### src/rtl/fft_frame_ctrl.sv
// FFT frame scheduler for the ADC spectrum path.
// Runs one frame at a time, in this order:
//   1. reset the capture FIFO
//   2. fill it with decimated samples
//   3. configure the FFT core
//   4. stream FFT_LEN beats into the core
//   5. wait for the magnitude write-back
//   6. flip the display RAM bank
//
// state | meaning
// IDLE  | waiting for fft_en with cont_mode or a single_req pulse
// FRST  | capture FIFO held in reset for FIFO_RST_CYCLES cycles
// FILL  | decimated samples gated into the FIFO until it reports full
// CFG   | one-cycle config beat to the FFT core (forward transform)
// FEED  | FIFO words streamed into the core; the last beat carries tlast
// DRAIN | wait for output tlast plus the magnitude pipeline, with a watchdog
// DONE  | one cycle: bank flip, frame_done pulse, frame count update
// HOLD  | inter-frame gap in continuous mode
module fft_frame_ctrl #(
    parameter int FFT_LEN         = 1024,
    parameter int LOG2_FFT_LEN    = 10,
    parameter int FIFO_RST_CYCLES = 10,
    parameter int PIPE_DLY        = 35,
    parameter int HOLD_CYCLES     = 1024,
    parameter int TIMEOUT_CYCLES  = 8192,
    parameter int FRAME_CNT_W     = 16
) (
    input  logic                   sys_clk,
    input  logic                   sys_rst_n,
    input  logic                   fft_en,
    input  logic                   cont_mode,
    input  logic                   single_req,
    input  logic                   fifo_full,
    input  logic                   fifo_empty,
    output logic                   fifo_rst,
    output logic                   fifo_wr_gate,
    output logic                   fifo_rd_en,
    output logic                   fft_cfg_tvalid,
    output logic                   fft_cfg_tdata,
    output logic                   fft_in_tvalid,
    output logic                   fft_in_tlast,
    input  logic                   fft_in_tready,
    input  logic                   fft_out_tvalid,
    input  logic                   fft_out_tlast,
    output logic                   bank_sel,
    output logic                   frame_done,
    output logic [FRAME_CNT_W-1:0] frame_cnt,
    output logic                   busy,
    output logic                   err_timeout
);

    typedef enum logic [2:0] {
        S_IDLE, S_FRST, S_FILL, S_CFG, S_FEED, S_DRAIN, S_DONE, S_HOLD
    } state_t;

    // One shared down-counter covers the FIFO reset, pipeline and hold intervals,
    // since only one of them is ever running at a time.
    localparam int TMR_W = $clog2(FIFO_RST_CYCLES + PIPE_DLY + HOLD_CYCLES + 2);
    localparam int TMO_W = $clog2(TIMEOUT_CYCLES + 1);

    localparam logic [TMR_W-1:0]        FRST_LD   = TMR_W'(FIFO_RST_CYCLES - 1);
    localparam logic [TMR_W-1:0]        PIPE_LD   = TMR_W'(PIPE_DLY - 1);
    localparam logic [TMR_W-1:0]        HOLD_LD   = TMR_W'(HOLD_CYCLES - 1);
    localparam logic [TMO_W-1:0]        TMO_LAST  = TMO_W'(TIMEOUT_CYCLES - 1);
    localparam logic [LOG2_FFT_LEN-1:0] FEED_LAST = LOG2_FFT_LEN'(FFT_LEN - 1);
    localparam bit                      HOLD_ZERO = (HOLD_CYCLES == 0);

    state_t                  state_q;
    logic [TMR_W-1:0]        tmr_q;
    logic [TMO_W-1:0]        tmo_cnt_q;
    logic [LOG2_FFT_LEN-1:0] feed_cnt_q;
    logic                    pipe_act_q;
    logic                    bank_sel_q;
    logic [FRAME_CNT_W-1:0]  frame_cnt_q;
    logic                    err_q;

    // Output decode from the registered state; only the feed handshake looks at live inputs.
    assign busy           = (state_q != S_IDLE);
    assign fifo_rst       = (state_q == S_FRST);
    assign fifo_wr_gate   = (state_q == S_FILL);
    assign fft_cfg_tvalid = (state_q == S_CFG);
    assign fft_cfg_tdata  = 1'b1;
    assign fft_in_tvalid  = (state_q == S_FEED) && !fifo_empty;
    assign fifo_rd_en     = fft_in_tvalid && fft_in_tready;
    assign fft_in_tlast   = fft_in_tvalid && (feed_cnt_q == FEED_LAST);
    assign frame_done     = (state_q == S_DONE);
    assign bank_sel       = bank_sel_q;
    assign frame_cnt      = frame_cnt_q;
    assign err_timeout    = err_q;

    // Frame sequencer: state register, interval counters, bank/frame bookkeeping.
    always_ff @(posedge sys_clk or negedge sys_rst_n) begin
        if (!sys_rst_n) begin
            state_q     <= S_IDLE;
            tmr_q       <= '0;
            tmo_cnt_q   <= '0;
            feed_cnt_q  <= '0;
            pipe_act_q  <= 1'b0;
            bank_sel_q  <= 1'b0;
            frame_cnt_q <= '0;
            err_q       <= 1'b0;
        end else begin
            case (state_q)
                S_IDLE: begin
                    if (fft_en && (cont_mode || single_req)) begin
                        state_q <= S_FRST;
                        tmr_q   <= FRST_LD;
                    end
                end
                S_FRST: begin
                    if (tmr_q == '0) state_q <= S_FILL;
                    else             tmr_q   <= tmr_q - TMR_W'(1);
                end
                S_FILL: begin
                    if (!fft_en)        state_q <= S_IDLE;
                    else if (fifo_full) state_q <= S_CFG;
                end
                S_CFG: begin
                    state_q    <= S_FEED;
                    feed_cnt_q <= '0;
                end
                S_FEED: begin
                    // fft_en is deliberately ignored so the core never sees a partial frame.
                    if (fifo_rd_en) begin
                        feed_cnt_q <= feed_cnt_q + LOG2_FFT_LEN'(1);
                        if (fft_in_tlast) begin
                            state_q    <= S_DRAIN;
                            tmo_cnt_q  <= '0;
                            pipe_act_q <= 1'b0;
                        end
                    end
                end
                S_DRAIN: begin
                    tmo_cnt_q <= tmo_cnt_q + TMO_W'(1);
                    if (pipe_act_q) begin
                        if (tmr_q == '0) begin
                            state_q     <= S_DONE;
                            pipe_act_q  <= 1'b0;
                            bank_sel_q  <= ~bank_sel_q;
                            frame_cnt_q <= frame_cnt_q + FRAME_CNT_W'(1);
                        end else begin
                            tmr_q <= tmr_q - TMR_W'(1);
                        end
                    end else if (fft_out_tvalid && fft_out_tlast) begin
                        pipe_act_q <= 1'b1;
                        tmr_q      <= PIPE_LD;
                    end else if (tmo_cnt_q == TMO_LAST) begin
                        err_q <= 1'b1;
                        if (fft_en && cont_mode) begin
                            state_q <= S_FRST;
                            tmr_q   <= FRST_LD;
                        end else begin
                            state_q <= S_IDLE;
                        end
                    end
                end
                S_DONE: begin
                    if (fft_en && cont_mode) begin
                        if (HOLD_ZERO) begin
                            state_q <= S_FRST;
                            tmr_q   <= FRST_LD;
                        end else begin
                            state_q <= S_HOLD;
                            tmr_q   <= HOLD_LD;
                        end
                    end else begin
                        state_q <= S_IDLE;
                    end
                end
                S_HOLD: begin
                    // Clearing cont_mode lets the gap run out before returning to IDLE.
                    if (!fft_en) begin
                        state_q <= S_IDLE;
                    end else if (tmr_q == '0) begin
                        if (cont_mode) begin
                            state_q <= S_FRST;
                            tmr_q   <= FRST_LD;
                        end else begin
                            state_q <= S_IDLE;
                        end
                    end else begin
                        tmr_q <= tmr_q - TMR_W'(1);
                    end
                end
                default: state_q <= S_IDLE;
            endcase
        end
    end

endmodule

### config.mk
export PLATFORM = sky130hd
export DESIGN_NAME = fft_frame_ctrl
export DESIGN_NICKNAME = d
export VERILOG_FILES = /design/src/rtl/fft_frame_ctrl.sv
export SDC_FILE = /design/constraint.sdc
export NUM_CORES = 1
export LEC_CHECK = 0
export CORE_ASPECT_RATIO = 2
export CORE_MARGIN = 1.5
export CORE_UTILIZATION = 51
export DETAILED_ROUTE_END_ITERATION = 10
export MAX_ROUTING_LAYER = met4
export PLACE_DENSITY = 0.76
export SLEW_MARGIN = 0
export SYNTH_ARGS = -nofsm -noshare
export SYNTH_HDL_FRONTEND = slang
export SYNTH_SLANG_ARGS = --single-unit
### constraint.sdc
create_clock -name sys_clk -period 2 [get_ports sys_clk]
set_input_delay 0.3 -clock sys_clk [delete_from_list [all_inputs] [get_ports sys_clk]]
set_output_delay 0.3 -clock sys_clk [all_outputs]
set_load 0.05 [all_outputs]
==> results of run 1 <==
## through the flow
| step | hold slack [ns] | setup TNS, ns | area [sq um] |
|---|---|---|---|
| floorplan | 0.00441 | -0.0137 | 3300 |
| global placement | 0.308 | -1.10 | 4160 |
| detailed placement | 0.303 | -1.54 | 4160 |
| CTS | 0.485 | 0 | 4490 |
| global route | 0.501 | -0.642 | 4680 |
| finish | 0.471 | -0.0537 | 4680 |
## kinds of logic after synthesis
family          after synthesis  synth area share (%)
compound gates               82                  16.0
simple gates                158                  27.4
buf+inv                      21                  3.04
mux                           2                 0.683
xor+xnor                     27                  7.18
fa+ha+maj                     6                  2.28
flops                        57                  43.3
other cells                   1                 0.114
## power breakdown
group | switching (mW) | leakage (nW) | internal, mW
logic | 1.59 | 1.20 | 1.41
registers | 0.356 | 0.768 | 1.44
clock network | 0.515 | 0.135 | 0.852
## how the worst max path moves through the flow
stage,start,end
2_1_floorplan,state_q[1]$_DFFE_PN0P_,state_q[1]$_DFFE_PN0P_
3_3_place_gp,cont_mode,tmr_q[8]$_DFFE_PN0P_
3_5_place_dp,cont_mode,state_q[1]$_DFFE_PN0P_
4_1_cts,state_q[1]$_DFFE_PN0P_,fft_in_tvalid
5_1_grt,state_q[2]$_DFFE_PN0P_,tmr_q[6]$_DFFE_PN0P_
6_report,state_q[1]$_DFFE_PN0P_,fft_in_tvalid
## routing by layer
layer	vias up	part of all wire (%)
met3	49	3.4
met5	-	0
met4	0	5.3
met2	116	58
li1	1478	-
met1	1599	33
## state kept, by name, indices dropped and copies added, names as in the netlist
register	cells
err_timeout	1
state_q	3
bank_sel	1
feed_cnt_q	10
tmr_q	11
frame_cnt	16
pipe_act_q	1
tmo_cnt_q	14
## cells in the final DEF, fill, tap and decap left out, drive strengths merged, types with 8 or more instances in the layout
| cell | Yosys | layout |
|---|---|---|
| buf | 8 | 74 |
| dfrtp | 57 | 57 |
| o21ai | 41 | 41 |
| nand2 | 36 | 36 |
| nor2 | 36 | 36 |
| clkdlybuf4s50 | 0 | 26 |
| nand3 | 20 | 20 |
| nand4 | 17 | 17 |
| xnor2 | 15 | 15 |
| xor2 | 12 | 12 |
| clkbuf | 7 | 12 |
| a21oi | 8 | 8 |
## timing repair
item / 4_1_cts / 5_1_grt
pin swaps: 2 / 9
resized for setup: 11 / 18
hold buffers: 1 / 0
cloned: 0 / 1
hold endpoints to repair: 21 / 0
setup endpoints to repair: 15 / 27
setup buffers: 3 / 12
## worst register-to-register path, cell delays in order, from the launching register on
cell and delay [ns]:
dfrtp_2 0.48, buf_12 0.17, o31ai_1 0.26, a22oi_1 0.19, a311o_2 0.48, a211o_1 0.32
## cell type report
| type | count | area, sq um | share of cell area [%] |
|---|---|---|---|
| flip-flops and latches | 57 | 1430 | 30.5 |
| clock inverters | 4 | 20.0 | 0.428 |
| repair buffers | 102 | 981 | 21.0 |
| clock buffers | 11 | 243 | 5.19 |
| well taps | 86 | 108 | 2.30 |
| multi-input cells | 276 | 1870 | 40.1 |
| inverters | 6 | 25.0 | 0.535 |
## cell usage after synthesis, types with 2 or more instances
master	n	area, sq um
ha_1	6	75.1
o21a_1	3	22.5
and4_1	3	26.3
and2_1	3	18.8
nand3_1	16	80.1
and3_1	7	43.8
nand2_1	36	135
nor4_1	3	18.8
a22o_1	2	17.5
nand3_2	2	20.0
or3_1	3	18.8
nor3_1	5	25.0
buf_2	5	25.0
xor2_1	12	105
mux2_2	2	22.5
clkbuf_1	7	26.3
o22ai_1	2	12.5
nor2_1	34	128
nand2b_1	7	43.8
nand3_4	2	35.0
buf_4	2	15.0
a31oi_1	4	25.0
dfrtp_1	57	1430
xnor2_1	15	131
inv_1	5	18.8
o21ai_0	34	170
o31ai_1	5	37.5
nor3b_1	2	15.0
o21ai_1	7	35.0
nor2b_1	5	31.3
o311ai_1	2	17.5
nand4_1	15	93.8
and3b_1	3	26.3
a21oi_1	8	40.0
==> key figures, run 1 <==
Floorplan
  – Core area: around 6300 sq um
  – FP Rows: 41
  – Num ports: 37
  – Initial core utilization: 52.7%
  – Die Y: 117 microns
  – DIE WIDTH: 59.8 microns
  – Die area: ~7000 sq um

Synthesis
  – Post-synth top flop: dfrtp_1
  – Cell variety after synth: 64
  – Syn Inst Count: 354
  – Synth Net Count: 370
  – Ys Warns: 0
  – Async S/R FF share, synth: 100%
  – Syn Area/Cell: 9.31 sq um
  – Post-synth EDFFs: 0
  – Mapped Area: 3300 sq um
  – Sequential share of the synthesized area: between 40% and 50%
  – Synth Register Bits: 57

GRT
  – Grt ovf: 0
  – Total track usage: ~28%
  – Vias in the first global route: slightly above 3000
  – First-pass GRT wire length: 14.2 mm
  – Largest net degree at the start of global routing: 37
  – Met1 Usage GRT: 27.1%
  – Met3 Usage GRT: about 5.4%
  – Most used routing layer: met2
  – Met2 Usage GRT: slightly above 50%
  – Initial antenna violation count: 0

Detailed routing
  – Initial DRC count: 238
  – WL/cell: 18.0 microns
  – Routed Antenna Nets: 0
  – DR pass1 iterations: 5
  – DR DRC count: 0
  – Total number of vias: around 3200
  – WL final: 9.74 mm
  – Vias/cell: around 6.0

Worst setup path
  – Worst-case reg-to-reg path depth: 5
  – Crit Path Max Fanout: 7
  – WP buf/inv: 2
  – Critical R2R Capture: tmr_q[9]$_DFFE_PN0P_
  – WS Path Type: reg2out
  – CP Cell Sequence: or3b_2 > buf_4 > nor2_4 > buf_12
  – Slowest-stage cell, CP: or3b_2
  – Crit start category: flip-flop
  – Critical Path End Type: output pin
  – CP arrival: approximately 1.7 ns
  – Reg-to-reg startpoint: state_q[1]$_DFFE_PN0P_
  – CP Depth: 4
  – Critical path's top delay family: simple AND/OR/NAND/NOR gates
  – Slowest cell delay on critical path: between 0.4 and 0.5 ns
  – Crit path required time: 1.70 ns
  – R2R setup slack: -0.02 ns

CTS
  – Clock Path Buffers: 2
  – Root Buffer: clkbuf_16
  – Htree depth: 3
  – CTS tree: built
  – Clock Sinks: 57
  – Clk slew on worst S/H paths: about 0.05 ns
  – Clock buffer count from CTS: 9
  – Worst skew pair latency: 0.34 ns

STA
  – Setup violations, final: 3
  – Slew HR: 65.0%
  – Period utilisation layout: 102%
  – Final Hold Fails: 0
  – Min Tclk post-route: 2.03 ns
  – Worst Tran Pin Value: 0.526 ns
  – Final Max Slew Viols: 0
  – RSZ-0062 raised after global routing: yes
  – Final setup margin: -0.0335 ns
  – Max Clock Skew: 0.00748 ns
  – Fmax: 492 MHz

Power and ir drop
  – Worst vdd ir: between 900 and 1000 uV
  – Lkg Pwr: ~2.1 nW
  – Design Power: between 6 and 7 mW
  – Pwr per Cell Area: 1320 nW/um^2

Place
  – GP Congestion: 0.943
  – Placement Setup Slack: -0.140 ns
  – Detailed placement HPWL: about 6.6 mm
  – Port bufs: 35
  – Inst Count DP: 510

Cells and area
  – Share of cells above drive strength 1: 27.2%
  – Layout Utilization: between 70 and 80%
  – Area growth from synthesis to layout: 42.0%
  – Number of fill cells in the layout: 414
  – Cell Count, Final, Fillers Out: ~540
  – Net count, final: approximately 470
  – Diode count: 0

Job
  – Max Cap Viol: 0

Outcome
  – Outcome: finished with violations
  – Failing checks: setup timing

Min path
  – Class of the worst hold path: in2async
Note: power is estimated with default switching activity, not from simulation.
==> run 2, diff against run 1 <==
==> constraint.sdc (replaced) <==
create_clock -name sys_clk -period 1.8 [get_ports sys_clk]
set_input_delay 0.27 -clock sys_clk [delete_from_list [all_inputs] [get_ports sys_clk]]
set_output_delay 0.27 -clock sys_clk [all_outputs]
set_load 0.05 [all_outputs]
==> run 2 against run 1 <==
The run still ends with setup timing left. Sequential share of layout area decreased by 4.2 points. Setup slack got worse by 0.43 ns. Clock power increased by 42%. Critical path depth increased by 2. Via count increased by 19%. First-iteration DRC count increased by 62%. Sequential power increased by 8%. Routed wire length increased by 52%. Critical endpoint is now frame_cnt[6]$_DFFE_PN0P_. Largest cell class unchanged.
==> key figures, run 2 (synthesized netlist as in run 1, its figures left out) <==
Place
  – Placement Setup Slack: -0.357 ns (-0.217 ns)
  – Cell Area, Placed: 4340 sq um (+4.4%)
  – Detailed placement HPWL: 6.72 mm (+2.4%)
  – Inst Count DP: 538 (+5.5%)
  – GP Congestion: 0.935 (-0.86%)
  – Port bufs: 35 (unchanged)

Cells and area
  – Cell Count, Final, Fillers Out: 587 (+8.3%)
  – Max reg flops: 16 (unchanged)
  – Most frequent cells in the layout: buf_4, dfrtp_1, nand2_1, nor2_1, buf_6
  – Finished Cell Area: 5430 sq um (+16%)
  – Net count, final: 512 (+9.4%)
  – Commonest non-fill, non-tap cell in the layout: buf_4
  – Share of cells above drive strength 1: 47.5% (+20 points)
  – Area growth from synthesis to layout: 64.8%
  – Layout Utilization: 86.8% (+12 points)
  – Diode count: 0 (unchanged)

Outcome
  – Outcome: finished with violations
  – Failing checks: setup timing

CTS
  – CTS tree: built
  – Htree depth: 3 (unchanged)
  – Clk slew on worst S/H paths: 0.06 ns (about the same)
  – Worst skew pair latency: 0.36 ns (+0.02 ns)
  – Clock Path Buffers: 2 (unchanged)
  – Clock buffer count from CTS: 9 (unchanged)
  – Clock Sinks: 57 (unchanged)
  – Root Buffer: clkbuf_16

STA
  – Final Hold Fails: 0 (unchanged)
  – RSZ-0062 raised after global routing: yes
  – Max Clock Skew: 0.0110 ns (+0.00356 ns)
  – Fin Hold WS: 0.440 ns (-0.0309 ns)
  – Final Max Slew Viols: 0 (unchanged)
  – Min Tclk post-route: 2.26 ns
  – Setup TNS: -9.63 ns (-9.57 ns)
  – Fmax: 442 MHz
  – Worst Tran Pin Value: 0.532 ns (+0.00659 ns)
  – Slew HR: 64.5% (-0.44 points)
  – Period utilisation layout: 126%
  – Setup violations, final: 56 (+53)
  – Final setup margin: -0.462 ns (-0.429 ns)

Worst setup path
  – Reg-to-reg startpoint: tmr_q[8]$_DFFE_PN0P_
  – Slowest cell delay on critical path: 0.43 ns (-0.06 ns)
  – Critical Path End Type: flip-flop
  – WP buf/inv: 2 (unchanged)
  – Critical R2R Capture: frame_cnt[6]$_DFFE_PN0P_
  – Crit path required time: 2.02 ns (+0.32 ns)
  – CP Cell Sequence: nor4_4 > and4_4 > buf_12 > buf_8 > nand4_1 > xnor2_1
  – R2R setup slack: -0.46 ns (-0.44 ns)
  – WS Path Type: reg2reg
  – Worst-case reg-to-reg path depth: 6 (+1)
  – CP arrival: 2.49 ns (+0.76 ns)
  – Crit start category: flip-flop
  – Slowest-stage cell, CP: xnor2_1
  – Critical path's top delay family: simple AND/OR/NAND/NOR gates
  – Crit Path Max Fanout: 5 (-2)

Power and ir drop
  – Lkg Pwr: 2.52 nW (+20%)
  – Worst vdd ir: 1370 uV (+39%)
  – Pwr per Cell Area: 1600 nW/um^2 (+22%)
  – Design Power: 8.70 mW (+41%)

Detailed routing
  – DR DRC count: 0 (unchanged)
  – WL final: 14.8 mm (+52%)
  – Routed Antenna Nets: 0 (unchanged)
  – WL/cell: 25.1 microns (+40%)
  – DR pass1 iterations: 5 (unchanged)
  – Vias/cell: 6.59 (+10%)
  – Initial DRC count: 386 (+62%)
  – Total number of vias: 3870 (+19%)

Floorplan
  – Initial core utilization: 52.7% (unchanged)
  – Num ports: 37 (unchanged)
  – Core area: 6260 sq um (unchanged)
  – FP Rows: 41 (unchanged)
  – Die Y: 117 microns (unchanged)
  – Die area: 6980 sq um (unchanged)
  – DIE WIDTH: 59.8 microns (unchanged)

GRT
  – Total track usage: 37.4% (+9.1 points)
  – Initial antenna violation count: 0 (unchanged)
  – First-pass GRT wire length: 18.6 mm (+31%)
  – Vias in the first global route: 3840 (+24%)
  – Grt ovf: 0 (unchanged)
  – Largest net degree at the start of global routing: 58 (+57%)

Min path
  – Class of the worst hold path: in2async

Job
  – Max Cap Viol: 0 (unchanged)
-- run 2: cell count changes in the layout (fill, tap and decap cells not counted), moves of 4 or more --
cell and change:
clkdlybuf4s50_1 -18, o21ai_2 +16, and3_1 -4, o21ai_0 -19, clkinv_2 -4, buf_4 +38
nor2_4 +7, nor2_1 -7, buf_6 +19, nand2_1 -4
-- run 2: worst min-delay path, delay by kind of cell --
family / cells / cell delay, ns
buffers and inverters: 3 / 0.92
-- run 2: report_power, final --
part / internal (mW) / switching, mW / total [mW]
Combinational: 2.23 / 2.58 / 4.82
Clock: 1.23 / 0.724 / 1.95
Sequential: 1.59 / 0.345 / 1.94
-- run 2: cell type report --
type	count	area [sq um]
Multi-Input combinational cell	277	2200
Inverter	6	25.0
Clock buffer	9	225
Clock inverter	7	101
Sequential cell	57	1430
Fill cell	285	827
Timing Repair Buffer	145	1340
Tap cell	86	108
-- run 2: how the worst max path moves through the flow --
stage | endpoint | slack [ns] | cells after the start | from
2_1_floorplan | tmr_q[8]$_DFFE_PN0P_ | -0.08 | 6 | tmo_cnt_q[13]$_DFFE_PN0P_
3_3_place_gp | tmr_q[9]$_DFFE_PN0P_ | -0.34 | 6 | cont_mode
3_5_place_dp | tmr_q[9]$_DFFE_PN0P_ | -0.36 | 6 | cont_mode
4_1_cts | tmr_q[9]$_DFFE_PN0P_ | -0.22 | 6 | tmo_cnt_q[1]$_DFFE_PN0P_
5_1_grt | frame_cnt[6]$_DFFE_PN0P_ | -0.65 | 6 | tmr_q[8]$_DFFE_PN0P_
6_report | frame_cnt[6]$_DFFE_PN0P_ | -0.46 | 6 | tmr_q[8]$_DFFE_PN0P_
-- run 2: layer usage --
metal  wire [microns]  global-route usage [%]
met5                0                       -
met4             1460                    25.0
met3             1130                    9.30
met2             7690                    64.8
met1             4480                    34.6
-- run 2: timing repair --
item                                    CTS  global route
pin swaps                                33            39
setup buffers                            19            14
endpoints found under the setup margin   51            58
hold endpoints to repair                 57             0
gates resized for setup                  69            72
gates cloned                              2             0
hold buffers                              1             0
